$ cat config.mk
export PLATFORM = sky130hd
export DESIGN_NAME = key_dir_decoder
export DESIGN_NICKNAME = d
export VERILOG_FILES = /design/src/rtl/key_dir_decoder.sv
export SDC_FILE = /design/constraint.sdc
export NUM_CORES = 1
export LEC_CHECK = 0
export ABC_AREA = 1
export CORE_UTILIZATION = 45
export DETAILED_ROUTE_END_ITERATION = 8
export PLACE_DENSITY_LB_ADDON = 0.08
export REMOVE_ABC_BUFFERS = 1
export SLEW_MARGIN = 20
export SYNTH_ARGS = -nofsm -noshare
export SYNTH_HDL_FRONTEND = slang
export SYNTH_SLANG_ARGS = --single-unit
$ cat constraint.sdc
create_clock -name clk -period 1.3 [get_ports clk]
set_input_delay 0.26 -clock clk [delete_from_list [all_inputs] [get_ports clk]]
set_output_delay 0.26 -clock clk [all_outputs]
set_load 0.02 [all_outputs]
$ cat src/rtl/key_dir_decoder.sv
// Keypad-to-snake command decoder: synchronizes and debounces the press flag,
// emits one event per press, and buffers reversal-safe direction requests until the step tick.
module key_dir_decoder #(
    parameter int unsigned DEBOUNCE_CYCLES = 16,
    parameter logic [3:0]  KEY_UP          = 4'h2,
    parameter logic [3:0]  KEY_DOWN        = 4'h8,
    parameter logic [3:0]  KEY_LEFT        = 4'h4,
    parameter logic [3:0]  KEY_RIGHT       = 4'h6,
    parameter logic [3:0]  KEY_PAUSE       = 4'hF
) (
    input  logic       clk,
    input  logic       rst,
    input  logic       key_pressed_flag,
    input  logic [3:0] keyboard_val,
    input  logic       step_tick,
    output logic [1:0] dir,
    output logic       pause,
    output logic       pending,
    output logic       key_event,
    output logic [3:0] key_code
);

    localparam int unsigned CntW = (DEBOUNCE_CYCLES > 1) ? $clog2(DEBOUNCE_CYCLES) : 1;
    localparam logic [CntW-1:0] CntMax = CntW'(DEBOUNCE_CYCLES - 1);

    localparam logic [1:0] StIdle      = 2'd0;
    localparam logic [1:0] StPressWait = 2'd1;
    localparam logic [1:0] StHeld      = 2'd2;
    localparam logic [1:0] StRelWait   = 2'd3;

    logic            flag1_q, flag2_q;
    logic [3:0]      val1_q, val2_q;
    logic [1:0]      state_q, state_d;
    logic [CntW-1:0] cnt_q, cnt_d;
    logic            key_event_q, key_event_d;
    logic [3:0]      key_code_q, key_code_d;
    logic [1:0]      dir_q, dir_d;
    logic            pause_q, pause_d;
    logic            pending_q, pending_d;
    logic [1:0]      pend_dir_q, pend_dir_d;

    logic       sflag;
    logic       fire;
    logic       is_dir;
    logic [1:0] req;
    logic       commit;
    logic [1:0] ref_dir;
    logic       accept;

    assign sflag = flag2_q;

    always_comb begin
        state_d = state_q;
        cnt_d   = cnt_q;
        fire    = 1'b0;
        case (state_q)
            StIdle: begin
                if (!sflag) begin
                    state_d = StPressWait;
                    cnt_d   = '0;
                end
            end
            StPressWait: begin
                if (sflag) begin
                    state_d = StIdle;
                end else if (cnt_q == CntMax) begin
                    state_d = StHeld;
                    fire    = 1'b1;
                end else begin
                    cnt_d = cnt_q + CntW'(1);
                end
            end
            StHeld: begin
                if (sflag) begin
                    state_d = StRelWait;
                    cnt_d   = '0;
                end
            end
            StRelWait: begin
                // Returning low here is a bounce of the same press: no new event.
                if (!sflag) begin
                    state_d = StHeld;
                end else if (cnt_q == CntMax) begin
                    state_d = StIdle;
                end else begin
                    cnt_d = cnt_q + CntW'(1);
                end
            end
            default: state_d = StIdle;
        endcase
    end

    always_comb begin
        is_dir = 1'b1;
        req    = 2'b00;
        if (val2_q == KEY_UP) begin
            req = 2'b00;
        end else if (val2_q == KEY_DOWN) begin
            req = 2'b01;
        end else if (val2_q == KEY_LEFT) begin
            req = 2'b10;
        end else if (val2_q == KEY_RIGHT) begin
            req = 2'b11;
        end else begin
            is_dir = 1'b0;
        end
    end

    always_comb begin
        commit  = step_tick && pending_q && !pause_q;
        // A request is judged against the direction in force after this edge.
        ref_dir = commit ? pend_dir_q : dir_q;
        // Opposites differ only in bit 0, so a legal turn must change bit 1.
        accept  = fire && is_dir && (req[1] != ref_dir[1]);

        dir_d       = commit ? pend_dir_q : dir_q;
        pend_dir_d  = accept ? req : pend_dir_q;
        pending_d   = accept ? 1'b1 : (commit ? 1'b0 : pending_q);
        pause_d     = (fire && (val2_q == KEY_PAUSE)) ? ~pause_q : pause_q;
        key_event_d = fire;
        key_code_d  = fire ? val2_q : key_code_q;
    end

    always_ff @(posedge clk or negedge rst) begin
        if (!rst) begin
            flag1_q     <= 1'b1;
            flag2_q     <= 1'b1;
            val1_q      <= 4'h0;
            val2_q      <= 4'h0;
            state_q     <= StIdle;
            cnt_q       <= '0;
            key_event_q <= 1'b0;
            key_code_q  <= 4'h0;
            dir_q       <= 2'b11;
            pause_q     <= 1'b0;
            pending_q   <= 1'b0;
            pend_dir_q  <= 2'b11;
        end else begin
            flag1_q     <= key_pressed_flag;
            flag2_q     <= flag1_q;
            val1_q      <= keyboard_val;
            val2_q      <= val1_q;
            state_q     <= state_d;
            cnt_q       <= cnt_d;
            key_event_q <= key_event_d;
            key_code_q  <= key_code_d;
            dir_q       <= dir_d;
            pause_q     <= pause_d;
            pending_q   <= pending_d;
            pend_dir_q  <= pend_dir_d;
        end
    end

    assign dir       = dir_q;
    assign pause     = pause_q;
    assign pending   = pending_q;
    assign key_event = key_event_q;
    assign key_code  = key_code_q;

endmodule
==> flow_summary.json, run 1 <==
{
  "synth_compound_area_share_pct": 9.82,
  "cp_slowest_cell": "dfrtp_1",
  "slew_violations": 0,
  "cts_buffer_depth": 2,
  "cpPeakStageDelay_ps": 440,
  "antenna_found_initial": 0,
  "synthDistinctLibCells": 24,
  "clk_latency_ps": 310,
  "regArea_um2": 683,
  "vias": 848,
  "nets": 154,
  "clock-root-buffer": "clkbuf_4",
  "synth_mux_area_share_pct": 0,
  "finClkSkew_ps": 0.770,
  "layout_common_cells": "26 x nand2_1, 21 x dfrtp_1, 14 x inv_1, 14 x buf_4",
  "outcome": "finished with violations",
  "area_growth_pct": 29.2,
  "final_antenna_net_count": 0,
  "setup_ws_ps": -13.8,
  "dp_cells": 163,
  "violations": "setup timing",
  "die_h_um": 52.2,
  "hold_violations": 0,
  "synth_xor_area_share_pct": 1.55,
  "synth-simple-area-share_pct": 22.6,
  "drc_errors": 0,
  "coreArea_um2": 2300,
  "critPathMaxFanout": 8,
  "power.static_leakage_nw": 0.697,
  "dpl.hpwl_um": 1400,
  "grt.overflow.total": 0,
  "grt_usage_pct": 17.3,
  "ys_ff_latch": 27,
  "drtIter0Drc": 9,
  "yosys.area_share.adder_pct": 1.10,
  "gp_congestion": 0.814,
  "maxSlewHeadroom_pct": 83.7,
  "rsz0062_at_grt": "true",
  "cts_tree": "done",
  "synth_top_family_by_area": "simple AND/OR/NAND/NOR gates",
  "grt_pass1_wl_um": 3510,
  "viasPerCell": 4.93,
  "first_pass_iters": 4,
  "ios": 17,
  "critPathLaunchType": "flop",
  "initial_core_util_pct": 49.3,
  "clock-sinks": 27,
  "cp.required_ps": 1560,
  "rows": 17,
  "period_share_pct": 101,
  "power_w": 0.00143,
  "worstSetupPathType": "reg -> reg",
  "wl_per_cell_um": 11.7,
  "dieArea_um2": 2720,
  "postSynthCellCount": 111,
  "grt_max_degree": 28,
  "synth_ff_type": "dfrtp_1",
  "async_flop_share_pct": 100,
  "cap_violations": 0,
  "synthesis.area_um2": 1130,
  "multiInputGateArea_um2": 424,
  "end_kind": "flop",
  "nFillCells": 202,
  "max_freq_ghz": 0.761,
  "cp_cell_sequence": "ha_4 -> nand3_4 -> nor2_4 -> a21oi_4 -> buf_4 -> o21a_1",
  "ys_seq_area_share_pct": 60.3,
  "hp-class": "in -> async",
  "final_common_cell": "nand2_1",
  "grt_pass1_vias": 825,
  "crit_family": "flip-flops",
  "routed_wl_um": 2010,
  "synth_edf_count": 0,
  "design_area_um2": 1470,
  "crit_buf_inv": 1,
  "port_buffers": 16,
  "layout.cells.non_filler": 172,
  "place_area_um2": 1400,
  "finalCriticalPeriod_ps": 1310,
  "ys_warn_count": 0,
  "setup_viol": 1,
  "diodes": 0,
  "ir_worst_vdd_uv": 942,
  "avgSynthCellArea_um2": 10.2,
  "die_w_um": 52.2,
  "numCtsBuffers": 3,
  "drive_gt1_share_pct": 28.5,
  "htree_levels": 1,
  "worst_pin_slew_ps": 245,
  "cp.arrival_ps": 1570,
  "fin_util_pct": 63.8,
  "power_density_nw_per_um2": 977,
  "clkTransAtPathRegs_ps": 140
}
## cell usage after synthesis, types with 2 or more instances
cell type | n | area [µm²]
a21oi_1 | 2 | 10.0
dfrtp_1 | 21 | 526
dfstp_2 | 6 | 158
inv_1 | 14 | 52.6
nand2_1 | 26 | 97.6
nand2_2 | 2 | 12.5
nand3_1 | 7 | 35.0
nand3_2 | 2 | 20.0
nand4_1 | 3 | 18.8
nor2_1 | 4 | 15.0
nor2_2 | 2 | 12.5
o21ai_0 | 7 | 35.0
o21ai_1 | 2 | 10.0
o21bai_1 | 2 | 15.0
xor2_1 | 2 | 17.5
## final cells by class
class | count | area share [%]
multi-input cells | 70 | 28.9
clock buffers | 4 | 1.79
repair buffers | 29 | 16.7
flip-flops and latches | 27 | 46.6
well taps | 28 | 2.39
inverters | 14 | 3.59
## worst reg2reg max path: stages, from the launching register on
cell and delay, ps:
dfrtp_1 440, ha_4 180, nand3_4 90, nor2_4 50, a21oi_4 220, buf_4 160, o21a_1 120
## kinds of logic after synthesis
logic type / after synthesis
XOR/XNOR: 2
buffers and inverters: 14
flip-flops: 27
AND/OR/NAND/NOR: 50
adder cells (fa/ha/maj): 1
AO/OA/AOI/OAI: 17
## metrics by stage
stage | setup slack, ps | hold WS (ps) | TNS [ps]
floorplan | 37.5 | -35.6 | 0
global placement | -76.3 | 332 | -275
detailed placement | -150 | 336 | -504
CTS | 1.43 | 280 | 0
global route | -65.8 | 277 | -322
finish | -13.8 | 282 | -13.8
## path summary, 6_finish.rpt
| kind | from | end | slack, ps | depth (start not counted) |
|---|---|---|---|---|
| max in group asynchronous | rst | pend_dir_q[0] | 790 | 2 |
| max | cnt_q[0] | cnt_q[0] | -10 | 6 |
| max reg2reg | cnt_q[0] | cnt_q[0] | -10 | 6 |
| min | rst | cnt_q[2] | 280 | 2 |
| min reg2reg | val1_q[3] | val2_q[3] | 360 | 0 |
| min in group clk | key_pressed_flag | flag1_q | 330 | 1 |
## registers in the layout (all words and copies together) (netlist names), named ones only
signal / cells
dir: 2
val2_q: 4
pend_dir_q: 2
state_q: 1
flag2_q: 1
key_code: 4
pending: 1
key_event: 1
flag1_q: 1
pause: 1
val1_q: 4
cnt_q: 4
## power by group
| group | internal (W) | switching [W] |
|---|---|---|
| clock network | 0.000120 | 0.000235 |
| registers | 0.000875 | 0.0000298 |
| logic | 0.0000879 | 0.0000828 |
## routing by layer
metal	part of all wire [%]	GRT usage [%]	routed length (µm)	vias to the layer above
met4	0.65	2.63	13	0
met5	0	0	0	-
li1	-	-	-	429
met2	50	28.0	1000	15
met1	46	24.4	931	402
met3	3.2	3.77	64	2
## repair_timing
action / in CTS / in global routing
gates resized for setup: 22 / 11
setup endpoints to repair: 14 / 17
pin swaps: 2 / 1
hold buffers: 0 / 0
setup buffers: 2 / 3
(Power assumes the default switching activity.)
==> run 2, diff against run 1 <==
- SKIP_CTS_REPAIR_TIMING: default -> 1
==> run 2 against run 1 <==
  * The run now ends clean
  * Routed wire length is 1.2% lower
  * Cell area is 1.7% higher
  * Global-route usage is 0.31 points lower
  * Hold slack worse by 3.4 ps
  * Flip-flop and latch count stayed put
  * Critical path type is now reg -> out
==> flow_summary.json, run 2 (synthesis results as in run 1) <==
{
  "slew_violations": 0,
  "cts_buffer_depth": 2,
  "dieArea_um2": 2720,
  "outcome": "completed",
  "antenna_found_initial": 0,
  "worstSetupPathType": "reg -> out",
  "setup_viol": 0,
  "drtIter0Drc": 12,
  "clkTransAtPathRegs_ps": 140,
  "final_antenna_net_count": 0,
  "crit_family": "flip-flops",
  "drive_gt1_share_pct": 25.5,
  "crit_buf_inv": 1,
  "diodes": 0,
  "wl_per_cell_um": 11.7,
  "preCtsSetupSlack_ps": -150,
  "ir_worst_vdd_uv": 991,
  "finalCriticalPeriod_ps": 1290,
  "numCtsBuffers": 3,
  "die_h_um": 52.2,
  "first_pass_iters": 4,
  "final_common_cell": "nand2_1",
  "coreArea_um2": 2300,
  "place_area_um2": 1400,
  "cp.required_ps": 1040,
  "critPathMaxFanout": 2,
  "clk_latency_ps": 310,
  "nets": 151,
  "cp.arrival_ps": 1030,
  "initial_core_util_pct": 49.3,
  "clock-sinks": 27,
  "vias": 842,
  "grt_usage_pct": 17.0,
  "die_w_um": 52.2,
  "cp_cell_sequence": "clkbuf_2",
  "drc_errors": 0,
  "grt_max_degree": 28,
  "port_buffers": 16,
  "maxSlewHeadroom_pct": 83.8,
  "max_freq_ghz": 0.777,
  "period_share_pct": 99.0,
  "power_density_nw_per_um2": 956,
  "viasPerCell": 4.98,
  "routed_wl_um": 1980,
  "grt_pass1_vias": 801,
  "power.static_leakage_nw": 0.797,
  "gp_congestion": 0.814,
  "cp_slowest_cell": "dfstp_2",
  "cpPeakStageDelay_ps": 560,
  "grt.overflow.total": 0,
  "hp-class": "in -> async",
  "hold_violations": 0,
  "rows": 17,
  "dpl.hpwl_um": 1400,
  "critPathLaunchType": "flop",
  "fin_util_pct": 64.9,
  "worst_pin_slew_ps": 243,
  "rsz0062_at_grt": "true",
  "cts_tree": "done",
  "setup_ws_ps": 13.2,
  "cap_violations": 0,
  "finClkSkew_ps": 3.22,
  "design_area_um2": 1490,
  "ios": 17,
  "clock-root-buffer": "clkbuf_4",
  "end_kind": "output port",
  "area_growth_pct": 31.5,
  "grt_pass1_wl_um": 3440,
  "layout_common_cells": "24 x nand2_1, 21 x dfrtp_1, 14 x inv_1, 9 x buf_4",
  "htree_levels": 1
}
==> run 2: cell types whose count changed in the layout (fill, tap and decap cells not counted) <==
cell             before  now
nor2_4                1    2
nand2_2               1    3
nor2_2                1    0
clkdlybuf4s15_1       2    0
clkbuf_2              4    1
a21oi_2               1    2
buf_4                14    9
dlymetal6s2s_1        0    7
nand2_1              26   24
dlygate4sd2_1         1    0
==> run 2: metrics by stage <==
| step | hold slack (ps) | power (W) | std cells | TNS (ps) |
|---|---|---|---|---|
| detailed placement | 336 | 0.00106 | 163 | -504 |
| CTS | 280 | 0.00142 | 167 | -2790 |
| floorplan | -35.6 | 0.000980 | 111 | 0 |
| finish | 279 | 0.00142 | 169 | 0 |
| global route | 279 | 0.00149 | 169 | -70.2 |
| global placement | 332 | 0.00105 | 163 | -275 |
==> run 2: final timing paths <==
| path | from | to | slack, ps | cells past startpoint |
|---|---|---|---|---|
| setup / recovery | dir[0] | dir[0] | 10 | 1 |
| hold / removal | rst | pause | 280 | 2 |
| setup reg to reg | cnt_q[0] | cnt_q[0] | 60 | 6 |
| hold reg to reg | val1_q[3] | val2_q[3] | 360 | 0 |
| max in group asynchronous | rst | flag2_q | 790 | 2 |
| min in group clk | key_pressed_flag | flag1_q | 330 | 1 |
==> run 2: area by class of cell <==
| class | count | area, µm² |
|---|---|---|
| clock buffers | 4 | 26.3 |
| fillers | 201 | 807 |
| inverters | 14 | 52.6 |
| multi-input cells | 71 | 443 |
| flip-flops and latches | 27 | 683 |
| well taps | 28 | 35.0 |
| repair buffers | 25 | 250 |
==> run 2: worst reg2reg max path: cells and delay by family (launching register included) <==
kind	cells	cell delay, ps
AOI/OAI and AO/OA	3	360
DFF	1	440
and+or+nand+nor	2	170
adders and majority gates	1	180
==> run 2: power breakdown <==
group          switching [W]  total [W]  internal [W]
sequential         0.0000308   0.000906      0.000876
clock               0.000239   0.000359      0.000120
combinational      0.0000789   0.000159     0.0000797
==> run 2: per-layer routing <==
| layer | share of wire (%) | global-route usage (%) |
|---|---|---|
| met5 | 0 | 0 |
| met4 | 0.66 | 2.63 |
| met3 | 4.9 | 3.77 |
| met2 | 46 | 26.7 |
| met1 | 48 | 24.6 |
